--- src/rtl/acc_pkg.sv ---
// Shared constants, sizing helpers and enums for the accelerator DMA initiator.
// No logic; combinational helpers evaluated at elaboration only.
package acc_pkg;

  localparam logic [31:0] ADDR_WRITE = 32'h0110_0000;
  localparam logic [31:0] ADDR_READ  = 32'h0130_0000;

  typedef enum logic [2:0] {
    ST_IDLE,
    ST_RD_SRC,
    ST_WR_ACC,
    ST_RD_RES,
    ST_WR_DST,
    ST_DONE
  } state_t;

  typedef enum logic {
    ACC_RD,
    ACC_WR
  } access_t;

  function automatic int w_in(input int r, input int s, input int iw);
    return iw * (r + r * s) / 32;
  endfunction

  function automatic int w_out(input int s, input int rw);
    return rw * s / 32;
  endfunction

endpackage

--- src/rtl/acc_bus_port.sv ---
// Single-transaction initiator on mem_valid/mem_ready: launches one access per req,
// holds it until mem_ready or TIMEOUT wait cycles, then forces one idle gap cycle.
module acc_bus_port #(
  parameter int TIMEOUT = 255
) (
  input  logic        clk,
  input  logic        rst,
  input  logic        req,
  input  logic        wr,
  input  logic [31:0] addr,
  input  logic [31:0] wdata,
  output logic        ack,
  output logic        tout,
  output logic [31:0] rdata,
  output logic        mem_valid,
  input  logic        mem_ready,
  output logic [31:0] mem_addr,
  output logic [31:0] mem_wdata,
  output logic [3:0]  mem_wstrb,
  input  logic [31:0] mem_rdata
);

  localparam int CW = $clog2(TIMEOUT + 1);

  logic [CW-1:0] wait_cnt;

  assign ack   = mem_valid && mem_ready;
  assign tout  = mem_valid && !mem_ready && (wait_cnt == CW'(TIMEOUT - 1));
  assign rdata = mem_rdata;

  // A request is only taken while mem_valid is low, so the cycle after a
  // completed or aborted access is always an idle gap.
  always_ff @(posedge clk) begin
    if (rst) begin
      mem_valid <= 1'b0;
      mem_addr  <= '0;
      mem_wdata <= '0;
      mem_wstrb <= '0;
      wait_cnt  <= '0;
    end else if (mem_valid) begin
      if (ack || tout) begin
        mem_valid <= 1'b0;
        wait_cnt  <= '0;
      end else begin
        wait_cnt <= wait_cnt + 1'b1;
      end
    end else if (req) begin
      mem_valid <= 1'b1;
      mem_addr  <= addr;
      mem_wdata <= wr ? wdata : '0;
      mem_wstrb <= wr ? 4'hF : 4'h0;
    end
  end

endmodule

--- src/rtl/acc_dma.sv ---
// Copies one packed input chunk RAM->accelerator and the result vector back to RAM.
// Each access takes 2 + wait cycles plus one gap; start is ignored while busy.
module acc_dma
  import acc_pkg::*;
#(
  parameter int R            = 4,
  parameter int S            = 4,
  parameter int INPUT_WIDTH  = 8,
  parameter int RESULT_WIDTH = 16,
  parameter int TIMEOUT      = 255
) (
  input  logic        clk,
  input  logic        rst,
  input  logic        start,
  input  logic [31:0] src_addr,
  input  logic [31:0] dst_addr,
  output logic        busy,
  output logic        done,
  output logic        error,
  output logic        mem_valid,
  input  logic        mem_ready,
  output logic [31:0] mem_addr,
  output logic [31:0] mem_wdata,
  output logic [3:0]  mem_wstrb,
  input  logic [31:0] mem_rdata
);

  localparam int W_IN  = w_in(R, S, INPUT_WIDTH);
  localparam int W_OUT = w_out(S, RESULT_WIDTH);

  generate
    if (W_IN * 32 != INPUT_WIDTH * (R + R * S) || W_OUT * 32 != RESULT_WIDTH * S) begin : g_bad_geometry
      $error("acc_dma: chunk geometry does not pack into whole 32-bit words");
    end
  endgenerate

  state_t      state;
  logic [7:0]  idx;
  logic [31:0] src, dst, hold;
  logic [31:0] off;
  logic        req, ack, tout;
  access_t     kind;
  logic [31:0] req_addr, rdata;

  assign off = {22'd0, idx, 2'b00};

  // The first read is issued on the same edge that accepts start, so in IDLE
  // the address comes straight from the port rather than the latched copy.
  always_comb begin
    req      = 1'b0;
    kind     = ACC_RD;
    req_addr = '0;
    case (state)
      ST_IDLE:   begin req = start;      req_addr = src_addr & ~32'h3; end
      ST_RD_SRC: begin req = !mem_valid; req_addr = src + off; end
      ST_WR_ACC: begin req = !mem_valid; req_addr = ADDR_WRITE + off; kind = ACC_WR; end
      ST_RD_RES: begin req = !mem_valid; req_addr = ADDR_READ + off; end
      ST_WR_DST: begin req = !mem_valid; req_addr = dst + off; kind = ACC_WR; end
      default:   ;
    endcase
  end

  acc_bus_port #(.TIMEOUT(TIMEOUT)) u_port (
    .clk       (clk),
    .rst       (rst),
    .req       (req),
    .wr        (kind == ACC_WR),
    .addr      (req_addr),
    .wdata     (hold),
    .ack       (ack),
    .tout      (tout),
    .rdata     (rdata),
    .mem_valid (mem_valid),
    .mem_ready (mem_ready),
    .mem_addr  (mem_addr),
    .mem_wdata (mem_wdata),
    .mem_wstrb (mem_wstrb),
    .mem_rdata (mem_rdata)
  );

  always_ff @(posedge clk) begin
    if (rst) begin
      state <= ST_IDLE;
      src   <= '0;
      dst   <= '0;
      hold  <= '0;
      idx   <= '0;
      busy  <= 1'b0;
      done  <= 1'b0;
      error <= 1'b0;
    end else begin
      case (state)
        ST_IDLE: begin
          if (start) begin
            src   <= src_addr & ~32'h3;
            dst   <= dst_addr & ~32'h3;
            idx   <= '0;
            error <= 1'b0;
            busy  <= 1'b1;
            state <= ST_RD_SRC;
          end
        end
        ST_RD_SRC, ST_WR_ACC, ST_RD_RES, ST_WR_DST: begin
          if (tout) begin
            // Abort: done stays low here so DONE first spends one gap cycle.
            error <= 1'b1;
            idx   <= '0;
            state <= ST_DONE;
          end else if (ack) begin
            case (state)
              ST_RD_SRC: begin hold <= rdata; state <= ST_WR_ACC; end
              ST_WR_ACC: begin
                if (idx == 8'(W_IN - 1)) begin
                  idx   <= '0;
                  state <= ST_RD_RES;
                end else begin
                  idx   <= idx + 8'd1;
                  state <= ST_RD_SRC;
                end
              end
              ST_RD_RES: begin hold <= rdata; state <= ST_WR_DST; end
              default: begin
                if (idx == 8'(W_OUT - 1)) begin
                  idx   <= '0;
                  done  <= 1'b1;
                  state <= ST_DONE;
                end else begin
                  idx   <= idx + 8'd1;
                  state <= ST_RD_RES;
                end
              end
            endcase
          end
        end
        ST_DONE: begin
          if (done) begin
            done  <= 1'b0;
            busy  <= 1'b0;
            state <= ST_IDLE;
          end else begin
            done <= 1'b1;
          end
        end
        default: state <= ST_IDLE;
      endcase
    end
  end

endmodule

--- config.mk ---
export PLATFORM = sky130hd
export DESIGN_NAME = acc_dma
export DESIGN_NICKNAME = d
export VERILOG_FILES = /design/src/rtl/acc_pkg.sv /design/src/rtl/acc_bus_port.sv /design/src/rtl/acc_dma.sv
export SDC_FILE = /design/constraint.sdc
export NUM_CORES = 1
export LEC_CHECK = 0
export BUFFER_PORTS_ARGS = -buffer_cell sky130_fd_sc_hd__buf_2
export CAP_MARGIN = 40
export CORE_MARGIN = 4
export CORE_UTILIZATION = 60
export DETAILED_ROUTE_END_ITERATION = 8
export GPL_TIMING_DRIVEN = 0
export PLACE_DENSITY = 0.9
export SYNTH_ARGS = -nofsm -noshare
export SYNTH_HDL_FRONTEND = slang
export SYNTH_SLANG_ARGS = --single-unit
--- constraint.sdc ---
create_clock -name clk -period 7.2 [get_ports clk]
set_clock_uncertainty 0.2 [all_clocks]
set_input_delay 1.44 -clock clk [delete_from_list [all_inputs] [get_ports clk]]
set_output_delay 1.44 -clock clk [all_outputs]
set_load 0.02 [all_outputs]
==> results of run 1 <==
==> synthesized netlist by cell type (all sizes together) (2+ instances only) <==
cell type  instances
nand2b             7
a211o              3
nand2            255
o221ai             3
buf               25
mux2i             18
or3                7
nor2             125
dfxtp            178
or2                3
nor4              13
or4                3
o31ai              2
a2111oi            3
inv               16
and3              18
xnor2             15
nor4b              4
a22oi             37
o21bai             3
a211oi            21
a41oi              4
o21ai             30
nand3             19
nor3              24
a21oi            144
a311oi             6
and4               2
o21a               5
mux2               3
a31oi             15
xor2               2
a21o               5
ha                14
nand4             15
clkbuf            59
nor3b              5
and2               4
o22ai              7
o211ai             4
==> worst max-delay path, cell delays in order (launching register included) <==
cell and delay [ns]:
dfxtp_1 0.30, buf_2 0.17, nor3b_2 0.48, buf_4 0.31
buf_2 0.26, buf_2 0.33, buf_2 0.29, nand2_1 0.09
nand2_1 0.07, ha_1 0.17, inv_1 0.06, fa_1 0.41
nand2b_1 0.19, a21oi_1 0.40, o21ai_2 0.26, or4_1 0.57
o211ai_1 0.12, a211oi_1 0.09
==> through the flow <==
stage                     cells  util [%]  hold slack (ns)  area, sq um  setup WS, ns
final                      1521     73.77           0.2554        10320         2.248
after global routing       1521     73.77           0.2726        10320         2.069
after CTS                  1521     73.77           0.2561        10320         2.372
after detailed placement   1489     69.70           0.2471         9749         2.428
after global placement     1485     69.50           0.2419         9722         2.471
after floorplan            1140         -           0.2357         8671         3.374
==> area by class of cell <==
| type | count | area share (%) |
|---|---|---|
| buffer | 84 | 3.649 |
| clock buffer | 21 | 4.268 |
| clock inverter | 11 | 1.261 |
| inverter | 16 | 0.5820 |
| multi-input combinational | 862 | 45.26 |
| sequential | 178 | 34.53 |
| tap | 180 | 2.182 |
| timing repair buffer | 169 | 8.269 |
==> state kept, by name, indices dropped and copies added (netlist names) <==
signal,flops
src,30
u_port.mem_wdata,32
busy,1
u_port.mem_valid,1
state,3
hold,32
error,1
idx,8
u_port.mem_addr,30
dst,30
done,1
u_port.mem_wstrb,1
u_port.wait_cnt,8
==> per-layer routing <==
layer	vias up	track usage (%)	wire length (um)
li1	4355	-	-
met1	4257	44.56	11240
met2	600	53.57	12750
met3	91	10.46	3584
met4	2	17.17	1222
met5	-	0	13
==> worst max-delay path by stage <==
| stage | to | startpoint | slack, ns | cells past startpoint |
|---|---|---|---|---|
| after global placement | u_port.mem_addr[26] | state[1] | 2.47 | 17 |
| final | u_port.mem_addr[26] | state[1] | 2.25 | 17 |
| after detailed placement | u_port.mem_addr[26] | state[1] | 2.43 | 17 |
| after CTS | u_port.mem_addr[26] | state[1] | 2.37 | 17 |
| after floorplan | u_port.mem_addr[20] | state[1] | 3.37 | 17 |
| after global routing | u_port.mem_addr[26] | state[1] | 2.07 | 17 |
==> power by group <==
group	switching, mW	total, mW	internal [mW]
registers	0.154	1.31	1.16
clock network	0.407	0.922	0.515
logic	1.07	1.55	0.484
==> cells by family after synthesis <==
group                      count (synthesis)
buffers and inverters                    100
xor gates and xnor gates                  17
muxes                                     21
and+or+nand+nor                          509
adders and majority gates                 15
AOI/OAI and AO/OA                        298
DFF                                      178
other                                      1
==> impl_results.md, run 1 <==
- Outcome: completed
- Mean routed wirelength per cell: about 19 um
- R2R Setup Slk: between 2 and 2.5 ns
- DR vias/cell: just over 6
- Die Wd: between 100 and 150 um
- Slew headroom: a little under 40%
- Share of cells above drive strength 1: approximately 17%
- Final Wtd Congestion: 0.9989
- DRC Markers: 0
- Final setup violation count: 0
- DR pass1 iterations: 7
- Total CTS buffers: 17
- Hold Path Origin: hold[12]
- Reg-to-reg endpoint: u_port.mem_addr[26]
- WL final: between 20000 and 30000 um
- Crit. End Element: flip-flop
- Share of the synthesized area in the top cell type: about two fifths
- Via count: 9305
- Yosys warnings: 0
- Worst slew pin tran: 0.9072 ns
- Max Cap Viol: 0
- Worst skew pair latency: roughly 0.44 ns
- Clock period minus final worst setup slack: about 5.0 ns
- Commonest non-fill, non-tap cells in the layout: nand2_1 (255), dfxtp_1 (178), buf_2 (176)
- CP Launch Type: flip-flop
- Fraction of registers with async set/reset: 0%
- Core area: 13990 sq um
- Leading area contributor after synthesis: dfxtp_1
- Largest net degree at the start of global routing: 17
- Unrepaired setup endpoints after global routing: no
- Area share of and/or/nand/nor cells after synthesis: a little over a quarter
- Worst hold path endpoint: hold[12]
- Num Clock Sinks: 178
- Most common cell after layout, fill and taps aside: nand2_1
- Mapped Avg Cell Area: roughly 7.6 sq um
- Crit path max fanout: 10
- Maximum vdd drop: between 0.00015 and 0.0002 V
- Leakage: roughly 4.1 nW
- Mapped Cells: 1139
- Final Hold Vio Count: 0
- CTS tree: built
- Fin. max-slew vios: 0
- Die Y-Extent: 128.2 um
- GRT Resource Usage Total: about a third
- Total grt overflow: 0
- Reg2Reg Depth: 17
- Synth cell types: 66
- Clock Path Buffers: 2
- Die footprint: about 16000 sq um
- Combinational family with the most area after synthesis: simple AND/OR/NAND/NOR gates
- Reg clk slew, reported paths: roughly 0.070 ns
- Synth area leaders: dfxtp_1 (41%), nand2_1 (11%), a21oi_1 (8.3%), nor2_1 (5.4%), a22oi_1 (3.2%)
- Seq. cell area: ~3600 sq um
- Area occupied by multi-input gates: 4671 sq um
- Adder-cell area share of the yosys netlist: roughly 2.3%
- First-pass GRT wire length: 45010 um
- Std-Cell Rows: 43
- Top_reg_cell synth: dfxtp_1
- Synth Area in Compound Gates: a little over a fifth
- Seq/Total Area, Yosys: between 40 and 50%
- N_diodes: 0
- Setup_tns: 0 ns
- I/O Pins: 172
- Hold_buf cts: 0
- Number of global-route vias before repair: 8660
- Number of post-CTS setup repair buffers: 0
- Final worst path period share: 68.77%
- Port Buf Inserts: between 150 and 200
- CTS H-tree lvls: 4
- Root Buffer Master: clkbuf_16
- Synthesis-stage register bit count: 178
- Post-synth EDFFs: 0
- Worst EP required: between 7 and 8 ns
- Routed Antenna Nets: 0
- Syn-to-layout area delta: 19.07%
- Post-Synth XOR/XNOR Area: around 1.7%
- Worst Setup Path Type: reg2reg
- Starting Density: approximately 62%
- Hold Path Depth: 2
- Pwr per Cell Area: between 300 and 400 nW/um^2
- Fmax: roughly 200 MHz
- Reg2reg start: state[1]
- Mux cell area share after synthesis: 2.613%
- NumNets Final: ~1.4k
- Hpwl dp: 21020 um
- Post-cts sizing count: 0
- Mapped Area: 8667 sq um
- WP data arrival: around 5.0 ns
- 1st-iter DRT viols: about 1.1k
- Power Total: between 3 and 4 mW
- HP Class: reg2reg
- Fillers: 1138
- Initial antenna violation count: 1
Note: power is estimated with default switching activity, not from simulation.
==> run 2: changes to the inputs <==
--- a/config.mk
+++ b/config.mk
@@ -5,13 +5,14 @@
 export SDC_FILE = /design/constraint.sdc
 export NUM_CORES = 1
 export LEC_CHECK = 0
+export ABC_AREA = 1
 export BUFFER_PORTS_ARGS = -buffer_cell sky130_fd_sc_hd__buf_2
 export CAP_MARGIN = 40
 export CORE_MARGIN = 4
-export CORE_UTILIZATION = 60
+export CORE_UTILIZATION = 50
 export DETAILED_ROUTE_END_ITERATION = 8
 export GPL_TIMING_DRIVEN = 0
-export PLACE_DENSITY = 0.9
+export PLACE_DENSITY = 0.8
 export SYNTH_ARGS = -nofsm -noshare
 export SYNTH_HDL_FRONTEND = slang
 export SYNTH_SLANG_ARGS = --single-unit
==> constraint.sdc (replaced) <==
create_clock -name clk -period 4.24 [get_ports clk]
set_clock_uncertainty 0.2 [all_clocks]
set_input_delay 0.848 -clock clk [delete_from_list [all_inputs] [get_ports clk]]
set_output_delay 0.848 -clock clk [all_outputs]
set_load 0.02 [all_outputs]
==> run 2 against run 1 <==
  * Die area up 18%
  * Combinational power increased by 65%
  * Routed wire length down 6.3%
  * Non-clock buffer count is 17 lower
  * Critical path depth increased by 1
  * Area after synthesis decreased by 0.87%
==> impl_results.md, run 2 <==
- 1st-iter DRT viols: between 700 and 800
- Post-synth EDFFs: 0
- Critical path, cell by cell: nor2_4, nand2_4, buf_6, buf_6, o21ai_0, ha_1, inv_1, fa_1, inv_1, nand2_1, o21ai_1, nand2_1, nand2_1, nand2_1, nor2_1, a21oi_1, o21ai_0, a21oi_1
- Initial antenna violation count: 0
- Total grt overflow: 0
- Number of post-CTS setup repair buffers: 0
- Fillers: 1561
- DP Worst Slack: -0.3658 ns
- Synth area leaders: dfxtp_1 (41%), nand2_1 (14%), a21oi_1 (9.3%), o21ai_0 (7.1%), nor2_1 (5.4%)
- Num Clock Sinks: 178
- CP peak stage delay: ~0.37 ns
- Slowest stage cell, crit path: dfxtp_1
- N_diodes: 0
- Max Cap Viol: 0
- Worst skew pair latency: 0.44 ns
- Largest net degree at the start of global routing: 20
- Port Buf Inserts: 164
- Mean routed wirelength per cell: between 15 and 20 um
- Crit path max fanout: 28
- Root Buffer Master: clkbuf_16
- Synthesis-stage register bit count: approximately 180
- DRC Markers: 0
- Die Wd: around 140 um
- Most common cell after layout, fill and taps aside: nand2_1
- Synth cell types: 42
- Final Wtd Congestion: about 0.99
- Clock Path Buffers: 2
- Mapped Avg Cell Area: about 6.8 sq um
- Die footprint: between 15000 and 20000 sq um
- Seq/Total Area, Yosys: between 40% and 50%
- Total CTS buffers: 17
- Mapped Cells: ~1.3k
- Worst slew pin tran: slightly above 0.7 ns
- Number of global-route vias before repair: 8591
- Maximum vdd drop: about 0.00038 V
- R2R Setup Slk: a little over 0.3 ns
- Area occupied by multi-input gates: between 4000 and 5000 sq um
- Worst setup endpoint: u_port.mem_addr[16]
- Unrepaired setup endpoints after global routing: no
- Die Y-Extent: ~140 um
- I/O Pins: approximately 170
- Slew headroom: between 50% and 60%
- Starting Density: 51.45%
- Reg-to-reg endpoint: u_port.mem_addr[16]
- CP Launch Type: flip-flop
- WL final: between 20000 and 30000 um
- Share of cells above drive strength 1: 16.95%
- Yosys warnings: 0
- Most frequent cell after synthesis: nand2_1
- Outcome: completed
- Hpwl dp: a little over 20000 um
- DR vias/cell: 5.340
- HP Class: reg2reg
- Via count: approximately 9.0k
- DR pass1 iterations: 5
- Hold Path Depth: 2
- Share of the synthesized area in the top cell type: between 40% and 50%
- Worst EP required: approximately 4.4 ns
- CTS tree: built
- Fmax: ~250 MHz
- Commonest non-fill, non-tap cells in the layout: nand2_1 (318), dfxtp_1 (178), buf_2 (171)
- Design area: between 10000 and 15000 sq um
- NumNets Final: between 1.5k and 2k
- Leading area contributor after synthesis: dfxtp_1
- Synth top cells by count: nand2_1 (318), dfxtp_1 (178), a21oi_1 (160)
- Final worst slack: just over 0.3 ns
- Reg clk slew, reported paths: 0.07 ns
- Worst setup path startpoint: state[0]
- Seq. cell area: between 3000 and 4000 sq um
- CTS H-tree lvls: 4
- Reg2reg start: state[0]
- Final Hold Vio Count: 0
- First-pass GRT wire length: between 40000 and 50000 um
- Final setup violation count: 0
- Top cell by count, worst path: nand2_1
- Crit. End Element: flip-flop
- Pwr per Cell Area: a little over 600 nW/um^2
- Worst Setup Path Type: reg2reg
- Std-Cell Rows: between 40 and 50
- Top_reg_cell synth: dfxtp_1
- Final worst path period share: 92.87%
- Core area: 16700 sq um
- GRT Resource Usage Total: between 20% and 30%
- Fin. max-slew vios: 0
- Syn-to-layout area delta: 19.50%
- Clock period minus final worst setup slack: a little under 4 ns
- Largest regs: hold: 32 flops, u_port.mem_wdata: 32 flops
- Leakage: between 4 and 5 nW
- Post-DP Area: between 9000 and 10000 sq um
- WP data arrival: 4.04 ns
- Fraction of registers with async set/reset: 0%
- Reg2Reg Depth: 18
- Mapped Area: roughly 8600 sq um
- Routed Antenna Nets: 0
-- run 2: how the worst min path moves through the flow --
stage / slack, ns / endpoint / from
after floorplan: 0.22 / src[23] / src[23]
after global placement: 0.24 / dst[3] / dst[3]
after detailed placement: 0.24 / src[26] / src[26]
after CTS: 0.26 / src[23] / src[23]
after global routing: 0.28 / dst[6] / dst[6]
final: 0.25 / dst[6] / dst[6]
-- run 2: logic make-up (layout without fill, tap and decap cells) --
| kind of cell | after synthesis | count (layout) | share of synthesized area [%] |
|---|---|---|---|
| simple gates | 570 | 570 | 27.71 |
| compound gates | 309 | 309 | 18.80 |
| buf+inv | 181 | 375 | 8.883 |
| flops | 178 | 178 | 41.47 |
| fa+ha+maj | 15 | 15 | 2.272 |
| xor+xnor | 8 | 8 | 0.8155 |
| other cells | 1 | 2 | 0.04365 |
-- run 2: what timing repair did --
item,4_1_cts,5_1_grt
hold buffers,0,0
endpoints found under the setup margin,9,9
gates resized for setup,0,1
-- run 2: final cells by class --
cell class	instances	share of cell area [%]
Multi-Input combinational cell	904	41.58
Tap cell	220	2.681
Timing Repair Buffer	164	7.994
Clock inverter	13	1.365
Buffer	72	3.449
Clock buffer	19	4.314
Sequential cell	178	34.71
Inverter	107	3.912
-- run 2: routing by layer --
layer / wire, um / GRT usage [%]
met3: 2091 / 7.414
met1: 11270 / 33.51
met4: 704 / 10.09
met5: 0 / 0
met2: 12930 / 46.43
-- run 2: worst max-delay path, delay by kind of cell (launching register included) --
| kind | cells | cell delay (ns) |
|---|---|---|
| simple gates | 7 | 1.32 |
| compound gates | 5 | 0.84 |
| fa+ha+maj | 2 | 0.57 |
| buf+inv | 4 | 0.51 |
| flops | 1 | 0.37 |
-- run 2: stage by stage --
| step | utilization, % | power, mW | setup TNS (ns) | hold WS, ns | instances |
|---|---|---|---|---|---|
| 2_1_floorplan | - | 3.905 | 0 | 0.2237 | 1263 |
| 3_3_place_gp | 58.03 | 4.683 | -2.381 | 0.2367 | 1647 |
| 3_5_place_dp | 58.03 | 4.725 | -2.453 | 0.2429 | 1647 |
| 4_1_cts | 61.50 | 6.285 | 0 | 0.2593 | 1678 |
| 5_1_grt | 61.48 | 6.699 | 0 | 0.2790 | 1677 |
| 6_report | 61.48 | 6.311 | 0 | 0.2539 | 1677 |
-- run 2: report_power, final --
part	switching [mW]	total, mW	internal (mW)	leakage [nW]
sequential	0.180	2.19	2.01	1.45
clock	0.722	1.57	0.846	0.281
combinational	1.81	2.55	0.740	2.72
==> run 3: changes to the inputs <==
--- a/config.mk
+++ b/config.mk
@@ -12,7 +12,7 @@
 export CORE_UTILIZATION = 50
 export DETAILED_ROUTE_END_ITERATION = 8
 export GPL_TIMING_DRIVEN = 0
-export PLACE_DENSITY = 0.8
+export PLACE_DENSITY_LB_ADDON = 0.12
 export SYNTH_ARGS = -nofsm -noshare
 export SYNTH_HDL_FRONTEND = slang
 export SYNTH_SLANG_ARGS = --single-unit
==> constraint.sdc (replaced) <==
create_clock -name clk -period 4.24 [get_ports clk]
set_clock_uncertainty 0.2 [all_clocks]
set_input_delay 1.272 -clock clk [delete_from_list [all_inputs] [get_ports clk]]
set_output_delay 1.272 -clock clk [all_outputs]
set_load 0.02 [all_outputs]
==> run 3 against run 2 <==
  * Final cell count up 0.12%
  * Routed wire length increased by 1.1%
  * Global-route usage barely moved
  * Clock-buffer cell count decreased by 2
  * Setup slack better by 0.088 ns
  * Core utilization up 0.34 points
  * Sequential share of layout area down 0.19 points
  * Clock power up 6%
==> impl_results.md, run 3 (synthesized netlist as in run 2, its figures left out) <==
- HP Class: reg2reg
- Int Power: 3.666 mW
- DRC Markers: 0
- Commonest non-fill, non-tap cells in the layout: nand2_1 (318), dfxtp_1 (178), buf_2 (171)
- Most common cell after layout, fill and taps aside: nand2_1
- Clock Power Share: between 20% and 30%
- WP data arrival: around 4 ns
- Mean routed wirelength per cell: around 16 um
- Fin. max-slew vios: 0
- Critical path, cell by cell: nor2_4, nand2_4, buf_6, buf_6, clkbuf_2, nand2_1, o21ai_0, ha_1, inv_1, fa_1, inv_1, nand2_1, o21ai_1, nand2_1, nand2_1, nand3_4, nor2_2, nand2_1, nand2_1, nand3_1, a21oi_1
- Clock period minus final worst setup slack: between 3 and 4 ns
- NumNets Final: ~1.6k
- Die Wd: roughly 140 um
- Final worst path period share: 90.80%
- Hpwl dp: slightly above 20000 um
- N_diodes: 0
- Initial antenna violation count: 2
- 1st-iter DRT viols: around 570
- Worst skew pair latency: approximately 0.45 ns
- Maximum vdd drop: around 0.00043 V
- WL final: 27280 um
- Reg clk slew, reported paths: approximately 0.070 ns
- CP delay by family, top: simple AND/OR/NAND/NOR gates
- Starting Density: 51.45%
- Reg2reg start: state[0]
- Power Total: 6.451 mW
- Port Buf Inserts: about 160
- Final Hold Vio Count: 0
- CP peak stage delay: 0.44 ns
- Sequential Power Share: approximately 34%
- Worst setup path startpoint: state[0]
- Total CTS buffers: 17
- Leakage: about 4.5 nW
- Std-Cell Rows: 47
- Hold_buf cts: 0
- Number of global-route vias before repair: 8407
- Root Buffer Master: clkbuf_16
- Crit path max fanout: 19
- Comb power frac: about 40%
- Syn-to-layout area delta: 20.15%
- CP Launch Type: flip-flop
- Unrepaired setup endpoints after global routing: no
- Total grt overflow: 0
- Max Cap Viol: 0
- Switch share: 43.17%
- Design area: 10320 sq um
- Die Y-Extent: approximately 140 um
- Slew headroom: roughly 51%
- DR vias/cell: between 5 and 6
- Clock Path Buffers: 2
- Final setup violation count: 0
- Core area: ~17000 sq um
- Post-DP Area: about 9700 sq um
- Worst slew pin tran: between 0.7 and 0.8 ns
- Num Clock Sinks: about 180
- Share of cells above drive strength 1: about 17%
- CTS tree: built
- Largest net degree at the start of global routing: 20
- Via count: 9056
- First-pass GRT wire length: 42860 um
- Slowest stage cell, crit path: dfxtp_1
- Die footprint: 19340 sq um
- Final worst slack: just under 0.4 ns
- Largest regs: hold: 32 flops, u_port.mem_wdata: 32 flops
- DR pass1 iterations: 6
- I/O Pins: about 170
- Top cell by count, worst path: nand2_1
- DP Worst Slack: -0.3097 ns
- CP bufs+invs: 5
- Net switching power: 2.785 mW
- Fmax: approximately 260 MHz
- Worst Setup Path Type: reg2reg
- Worst EP required: 4.41 ns
- Outcome: completed
- CTS H-tree lvls: 4
- GRT Resource Usage Total: between 20% and 30%
- Crit. End Element: flip-flop
- Fillers: 1686
- Hold Path Origin: dst[3]
- Routed Antenna Nets: 0
- Final Wtd Congestion: around 1.0
- Pwr per Cell Area: about 620 nW/um^2
==> run 3: cell types whose count changed in the layout (fill, tap and decap cells not counted), sizes merged <==
cell / change
buf: +2
bufinv: +1
clkbuf: -1
clkinv: +1
clkinvlp: -1
==> run 3: final timing paths <==
path | to | slack (ns) | cells past startpoint
min | dst[3] | 0.25 | 2
min reg2reg | dst[3] | 0.25 | 2
max | u_port.mem_addr[30] | 0.39 | 21
max reg2reg | u_port.mem_addr[30] | 0.39 | 21
==> run 3: metrics by stage <==
step / setup TNS [ns] / util (%) / std cells / hold slack (ns)
after global placement: -1.133 / 58.03 / 1647 / 0.2370
final: 0 / 61.81 / 1679 / 0.2489
after CTS: 0 / 61.70 / 1677 / 0.2516
after detailed placement: -1.549 / 58.03 / 1647 / 0.2407
after global routing: 0 / 61.81 / 1679 / 0.2600
after floorplan: 0 / - / 1263 / 0.2237
==> run 3: final cells by class <==
type | instances | area, sq um | share of cell area, %
buffer | 73 | 359.1 | 3.478
clock buffer | 17 | 425.4 | 4.121
clock inverter | 14 | 191.4 | 1.854
inverter | 107 | 401.6 | 3.890
multi-input combinational | 904 | 4272 | 41.38
sequential | 178 | 3563 | 34.52
tap | 220 | 275.3 | 2.666
timing repair buffer | 166 | 835.8 | 8.096
==> run 3: what timing repair did <==
item / in CTS / in global routing
hold endpoints to repair: 0 / 0
gates resized for setup: 0 / 4
buffers inserted: 0 / 2
pin swaps: 0 / 1
endpoints found under the setup margin: 9 / 9
==> run 3: worst min-delay path, stage by stage, from the launching register on <==
cell and delay, ns:
dfxtp_1 0.30, inv_1 0.05, a21oi_1 0.05
==> run 3: power groups by stage <==
| stage | registers, mW | logic (mW) | clock network [mW] |
|---|---|---|---|
| after floorplan | 2.33 | 1.58 | 0 |
| after global placement | 2.21 | 2.51 | 0 |
| after detailed placement | 2.22 | 2.53 | 0 |
| after CTS | 2.18 | 2.55 | 1.67 |
| after global routing | 2.22 | 2.84 | 1.74 |
| final | 2.19 | 2.60 | 1.66 |
==> run 3: per-layer routing <==
| layer | routed length, um | up-vias | track usage [%] | part of all wire (%) |
|---|---|---|---|---|
| met5 | 7 | - | 0 | 0.026 |
| met4 | 840 | 2 | 10.81 | 3.1 |
| met3 | 2551 | 54 | 8.276 | 9.4 |
| met2 | 12610 | 386 | 46.05 | 46 |
| met1 | 11270 | 4108 | 33.11 | 41 |
| li1 | - | 4506 | - | - |
